===== src/rtl/arith_unit_pipe.sv =====
`default_nettype none
// ============================================================================
// Module      : arith_unit_pipe
// Description : Two-stage pipelined arithmetic unit, G = A + Y + C_in, where
//               Y = {0, B, ~B, all-ones} chosen by sel. Valid/ready handshakes
//               on both sides; carry, overflow, zero and negative flags.
//               Optional macro ARITH_SAT_EN clamps G_out to the signed limit
//               on overflow (stage 2, no added latency).
// Revision    : 1.0 - initial release
// ============================================================================
module arith_unit_pipe #(
    parameter int WIDTH      = 8,
    parameter int SEL_LENGTH = 2
) (
    input  logic                  clk,
    input  logic                  rst_n,
    input  logic                  in_valid,
    output logic                  in_ready,
    input  logic [WIDTH-1:0]      A,
    input  logic [WIDTH-1:0]      B,
    input  logic                  C_in,
    input  logic [SEL_LENGTH-1:0] sel,
    output logic                  out_valid,
    input  logic                  out_ready,
    output logic [WIDTH-1:0]      G_out,
    output logic                  C_out,
    output logic                  V_out,
    output logic                  Z_out,
    output logic                  N_out
);

    localparam int c_msb = WIDTH - 1;

    // Configuration sanity: the mux is defined only for a 2-bit select, and
    // the signed-overflow flag needs at least a sign bit plus one data bit.
    generate
        if (SEL_LENGTH != 2) begin : g_bad_sel_length
            $error("arith_unit_pipe: SEL_LENGTH must be 2");
        end
        if (WIDTH < 2) begin : g_bad_width
            $error("arith_unit_pipe: WIDTH must be >= 2");
        end
    endgenerate

    // ------------------------------------------------------------------
    // Handshake / advance control
    // ------------------------------------------------------------------
    logic                 r_s1_valid;
    logic [WIDTH-1:0]     r_s1_a;
    logic [WIDTH-1:0]     r_s1_y;
    logic                 r_s1_cin;
    logic                 w_s2_load;
    logic                 w_accept;
    logic [WIDTH-1:0]     w_y;

    // Stage 2 takes a beat when it is empty or its current result leaves
    // this cycle; stage 1 frees up whenever it is empty or hands over.
    assign w_s2_load = r_s1_valid && (!out_valid || out_ready);
    assign in_ready  = !r_s1_valid || w_s2_load;
    assign w_accept  = in_valid && in_ready;

    // Y operand mux, evaluated at accept time so later sel/B changes are
    // invisible to a beat already taken.
    always_comb begin
        w_y = '0;
        case (sel)
            2'b00:   w_y = '0;
            2'b01:   w_y = B;
            2'b10:   w_y = ~B;
            2'b11:   w_y = '1;
            default: w_y = '0;
        endcase
    end

    // Stage 1 occupancy: a simultaneous accept and hand-over keeps it full.
    always_ff @(posedge clk) begin
        if (!rst_n) begin
            r_s1_valid <= 1'b0;
        end else if (w_accept) begin
            r_s1_valid <= 1'b1;
        end else if (w_s2_load) begin
            r_s1_valid <= 1'b0;
        end
    end

    // Stage 1 operand capture; contents are only meaningful with r_s1_valid.
    always_ff @(posedge clk) begin
        if (w_accept) begin
            r_s1_a   <= A;
            r_s1_y   <= w_y;
            r_s1_cin <= C_in;
        end
    end

    // ------------------------------------------------------------------
    // Stage 2 arithmetic
    // ------------------------------------------------------------------
    logic [WIDTH:0]   w_sum;
    logic             w_ovf;
    logic [WIDTH-1:0] w_g;

    assign w_sum = {1'b0, r_s1_a} + {1'b0, r_s1_y} + {{WIDTH{1'b0}}, r_s1_cin};

    // Signed overflow: like-signed operands produced a result of the other sign.
    assign w_ovf = (r_s1_a[c_msb] == r_s1_y[c_msb]) && (w_sum[c_msb] != r_s1_a[c_msb]);

`ifdef ARITH_SAT_EN
    localparam logic [WIDTH-1:0] c_smax = {1'b0, {(WIDTH-1){1'b1}}};
    localparam logic [WIDTH-1:0] c_smin = {1'b1, {(WIDTH-1){1'b0}}};

    // Clamp toward the sign of A; overflow can only occur when A and Y agree.
    always_comb begin
        w_g = w_sum[WIDTH-1:0];
        if (w_ovf) begin
            w_g = r_s1_a[c_msb] ? c_smin : c_smax;
        end
    end
`else
    assign w_g = w_sum[WIDTH-1:0];
`endif

    // Output register: reloads on s2_load, otherwise holds through stalls.
    always_ff @(posedge clk) begin
        if (!rst_n) begin
            G_out <= '0;
            C_out <= 1'b0;
            V_out <= 1'b0;
            Z_out <= 1'b0;
            N_out <= 1'b0;
        end else if (w_s2_load) begin
            G_out <= w_g;
            C_out <= w_sum[WIDTH];
            V_out <= w_ovf;
            Z_out <= (w_g == '0);
            N_out <= w_g[c_msb];
        end
    end

    // Output valid: a new load wins over a completing handshake.
    always_ff @(posedge clk) begin
        if (!rst_n) begin
            out_valid <= 1'b0;
        end else if (w_s2_load) begin
            out_valid <= 1'b1;
        end else if (out_ready) begin
            out_valid <= 1'b0;
        end
    end

endmodule
`default_nettype wire


===== config.mk =====
export PLATFORM = sky130hd
export DESIGN_NAME = arith_unit_pipe
export DESIGN_NICKNAME = d
export VERILOG_FILES = /design/src/rtl/arith_unit_pipe.sv
export SDC_FILE = /design/constraint.sdc
export NUM_CORES = 1
export LEC_CHECK = 0
export BUFFER_PORTS_ARGS = -buffer_cell sky130_fd_sc_hd__buf_4
export CAP_MARGIN = 10
export CORE_MARGIN = 2
export CORE_UTILIZATION = 45
export CTS_BUF_LIST = sky130_fd_sc_hd__clkbuf_8
export DETAILED_ROUTE_END_ITERATION = 10
export GPL_ROUTABILITY_DRIVEN = 0
export PLACE_DENSITY = 0.69
export SETUP_SLACK_MARGIN = 0.5
export SLEW_MARGIN = 20
export SYNTH_ARGS = -nofsm -noshare
export SYNTH_HDL_FRONTEND = slang
export SYNTH_SLANG_ARGS = --single-unit
export TNS_END_PERCENT = 100

===== constraint.sdc =====
create_clock -name clk -period 2.82 [get_ports clk]
set_clock_uncertainty 0.05 [all_clocks]
set_input_delay 0.564 -clock clk [delete_from_list [all_inputs] [get_ports clk]]
set_output_delay 0.564 -clock clk [all_outputs]
set_load 0.01 [all_outputs]

# Word-level counts from Yosys, hierarchy flattened
# Index checks and enable logic that the tools add are counted.
# Widths: inputs -> output; s select.
# op_classes
add_sub_neg,2
n_eq_ne,5
muxes,5
bitwise_logic,1
reduce_logical,11
# ops
operator,n
$pmux 8 s4,1
$add 8x8->9,1
$add 9x1->9,1
$logic_not 8->1,1
$not 8->8,1
$eq 2x2->1 const B,2
$mux 1,4
$reduce_bool 2->1,2
$logic_and 1x1->1,3
$eq 2x1->1 const B,1
$logic_not 1->1,2
$logic_not 2->1,1
$logic_or 1x1->1,2
$eq 1x1->1,1
$ne 1x1->1,1
# totals
reg_bits,31
inputBits,23
out_inout_bits,14
wordCells,34

# Longest topological paths before layout
# logic_depth
ltp_word,6
ltp_mapped,9

# Worst setup path before layout
# No wires, ideal clock.
# synth_timing
path_type,register -> register
start,register r_s1_a[0]
end,register G_out[6]
arrival_ns,1.961
t_required_ns,2.694
path_slack_ns,0.734
stages_incl_launch_ff,10
n_path_buf,0
period_less_slack_ns,2.086
cell_sequence,edfxtp_1 -> inv_1 -> fa_1 -> inv_1 -> fa_1 -> a211oi_1 -> o21ai_0 -> a211oi_1 -> nand2_1 -> a21boi_0
# synth_via
elab_chain_len,2
# synth_rtl
element,line_no,source
"start, declared",49,logic [WIDTH-1:0] r_s1_a;
"start signal, assigned",89,r_s1_a <= A;
$add 8x8->9,102,"assign w_sum = {1'b0, r_s1_a} + {1'b0, r_s1_y} + {{WIDTH{1'b0}}, r_s1_cin};"
$add 9x1->9,102,
"end signal, assigned",131,G_out <= w_g;
"end, declared",25,"output logic [WIDTH-1:0] G_out,"
# Every way passes these cells.
# A chain may end at the register's enable or synchronous reset.

# Worst setup path after layout
# layout_timing
start,register r_s1_a[0]
end,register C_out
# layout_via
elab_chain_len,2
# layout_rtl
element,line_no,source
$add 8x8->9,102,
$add 9x1->9,102,
"end signal, assigned",132,C_out <= w_sum[WIDTH];
"end, declared",26,"output logic C_out,"
# Every way passes these cells.

==> results.tsv <==
stage	metric	value	unit
placement	number of port buffers	36	
critical_path	crit path buf inv count	2	
grt	Congestion Overflow GR	0	
timing	f_max	471	MHz
drt	DR vias	1086	
hold_path	Hold Path Class	input pin to register	
grt	largest net degree at the start of global routing	18	
die	Core Box Area	3080	µm²
critical_path	cell family with most CP delay	compound AO/OA/AOI/OAI gates	
timing	hold_ws	0.414	ns
yosys	Mapped Area	1470	µm²
yosys	synthesized area per cell	11.3	µm²
yosys	sequential area share after synthesis	52.6	%
yosys	Netlist cell types	34	
grt	initial antenna violation count	0	
timing	RSZ-0062 raised after global routing	no	
cts	CTS Buf Count	5	
critical_path	crit end category	register	
die	FP Rows	20	
critical_path	CP max stage delay	0.37	ns
outcome	status	complete, no violations	
yosys	YS warnings	0	
power_and_ir_drop	cell internal pwr	0.756	mW
drt	DR pass1 iterations	4	
cts	CTS tree	done	
drt	vias per cell	5.07	
critical_path	Setup CP Type	register to register	
layout	Final #Nets	201	
critical_path	Critical Path AT	2.22	ns
cts	CTS Buffer Depth	2	
grt	first-pass GRT wire length	4470	µm
layout	antenna cells	0	
yosys	flop and latch count out of synthesis	30	
power_and_ir_drop	pwr/cell area	539	nW/µm²
timing	Period Utilization, post-route	75.2	%
flow_run	number of max-cap violations	0	
power_and_ir_drop	clock group share of total power	30.2	%
cts	clock sink total	30	
timing	Final WS setup	0.698	ns
layout	multi-input logic area	674	µm²
yosys	Post-synth EDFFs	17	
critical_path	CP Launch Type	register	
layout	Filler Cell Count	277	
placement	dpl ws	0.550	ns
power_and_ir_drop	combinational share of power	19.4	%
layout	layout cells sized above 1	31.8	%
timing	normalized max-slew margin	50.2	%
critical_path	Crit Path Max Fanout	3	
grt	busiest grt layer	met2	
cts	H-tree levels	2	
yosys	Yosys top cell by area	edfxtp_1	
yosys	ys async rst share	0	%
yosys	top cells by area, synth	edfxtp_1 (35%), dfxtp_1 (18%), mux2_2 (6.1%), ha_1 (6.0%), nand2_1 (3.6%)	
placement	Inst Count DP	206	
drt	DRC viols	0	
placement	placed cell area	1770	µm²
grt	Total GRT Usage	16.5	%
cts	post-CTS setup buffers	0	
yosys	post-synth top area share	34.8	%
drt	detailed-route wire length per cell	12.2	µm
layout	register area	771	µm²
power_and_ir_drop	sequential share of power	50.4	%
grt	vias in the first global route	1028	
die	effective utilization at floorplan	47.6	%
timing	Final min period	2.12	ns
power_and_ir_drop	Pleak	0.794	nW
yosys	Syn Inst Count	130	
power_and_ir_drop	P_sw	0.251	mW
cts	Clk Latency, worst-skew pair	0.27	ns
layout	area grow syn2layout	27.2	%
timing	Worst Max-Slew Pin Slew	0.747	ns
die	Die Area	3730	µm²
critical_path	WP data required	2.92	ns
timing	Final Max Tran Viols	0	
yosys	Mapped Nets	162	
cts	Clock transition at path regs	0.06	ns
timing	setup_tns	0	ns
grt	GR Layer Usage met3	5.67	%
drt	post-route ant nets	0	
cts	clock root buffer	clkbuf_8	
grt	grt met1 use	20.5	%
timing	final setup fails	0	
layout	post-route cell area	1870	µm²
grt	met2 Use GR	26.4	%
die	Die Wd	61.1	µm
yosys	Top FF cell, synth	edfxtp_1	
die	die height	61.1	µm
critical_path	crit path cell chain	inv_1 > fa_1 > inv_1 > fa_2 > a211oi_2 > o21ai_0 > a21o_1 > a21oi_1 > a21oi_1	
timing	Final Hold Vio Count	0	
power_and_ir_drop	worst vdd ir	0.000310	V
die	num ports	37	
drt	WL final	2610	µm
power_and_ir_drop	Net Sw Frac	24.9	%
layout	final std cells w/o fill	214	
placement	detailed-placement wirelength estimate	1980	µm
drt	DRT iter0 DRCs	49	
critical_path	Slowest cell on crit path	edfxtp_1	
power by group through the flow:
stage | sequential, mW | combinational, mW | clock (mW)
after global routing | 0.511 | 0.221 | 0.333
after floorplan | 0.519 | 0.118 | 0
after CTS | 0.508 | 0.192 | 0.313
final | 0.507 | 0.195 | 0.304
after global placement | 0.515 | 0.186 | 0
after detailed placement | 0.517 | 0.190 | 0
sequential cells by signal, summed over array words and instances (netlist names):
register and count:
r_s1_y 8, out_valid 1, V_out 1, r_s1_a 8, G_out 8, Z_out 1, r_s1_cin 1, r_s1_valid 1
C_out 1
timing repair:
item | CTS | global route
endpoints found under the setup margin | 0 | 4
hold buffers | 0 | 0
resized for setup | 0 | 3
cells in the final DEF (no fill, tap or decap), types with 3 or more instances in the layout:
cell type   n
buf_4      36
edfxtp_1   17
nand2_1    14
dfxtp_1    13
mux2_2      8
o21ai_0     8
inv_1       7
a21oi_1     7
ha_1        7
and2_1      6
clkbuf_8    5
a21o_1      4
nor2_1      4
o21a_1      4
nor2b_1     3
a21boi_0    3
nor3_1      3
final timing paths:
path | from | to | slack, ns | cells after the start
worst min-delay path | A[4] | r_s1_a[4]$_DFFE_PP_ | 0.41 | 1
worst max register to register | r_s1_a[0]$_DFFE_PP_ | C_out$_SDFFE_PN0P_ | 0.70 | 9
worst min register to register | G_out[1]$_SDFFE_PN0P_ | G_out[1]$_SDFFE_PN0P_ | 0.42 | 2
worst max-delay path | r_s1_a[0]$_DFFE_PP_ | C_out$_SDFFE_PN0P_ | 0.70 | 9
kinds of logic (layout without fill, tap and decap cells):
| logic type | after synthesis | after routing | synth area share (%) |
|---|---|---|---|
| AOI/OAI and AO/OA | 34 | 34 | 15.6 |
| xor gates and xnor gates | 3 | 3 | 1.79 |
| adders and majority gates | 9 | 9 | 8.70 |
| buffers and inverters | 8 | 48 | 2.30 |
| DFF | 30 | 30 | 52.6 |
| muxes | 8 | 8 | 6.14 |
| and+or+nand+nor | 38 | 38 | 12.9 |
layer usage:
layer | vias to the layer above | routed length (µm)
met5 | - | 0
met4 | 0 | 25
met3 | 5 | 162
met2 | 38 | 1220
met1 | 490 | 1200
li1 | 553 | -
area by class of cell:
| type | instances | area share [%] |
|---|---|---|
| Sequential cell | 30 | 41.3 |
| Multi-Input combinational cell | 92 | 36.2 |
| Timing Repair Buffer | 36 | 14.5 |
| Clock buffer | 5 | 3.69 |
| Tap cell | 44 | 2.95 |
| Inverter | 4 | 0.805 |
| Clock inverter | 3 | 0.604 |
synth_stat cells (3+ instances only):
library cell,instances
mux2_2,8
nor2_1,4
nor3_1,3
a21boi_0,3
dfxtp_1,13
o21a_1,4
edfxtp_1,17
a21oi_1,7
and2_1,6
nand2_1,14
a21o_1,4
ha_1,7
o21ai_0,8
clkbuf_1,3
nor2b_1,3
inv_1,4
per-stage QoR:
step	utilization (%)	power [mW]
2_1_floorplan	-	0.637
3_3_place_gp	57.6	0.701
3_5_place_dp	57.6	0.707
4_1_cts	60.2	1.01
5_1_grt	60.6	1.07
6_report	60.6	1.01
Power figures use the tool's default switching activity.
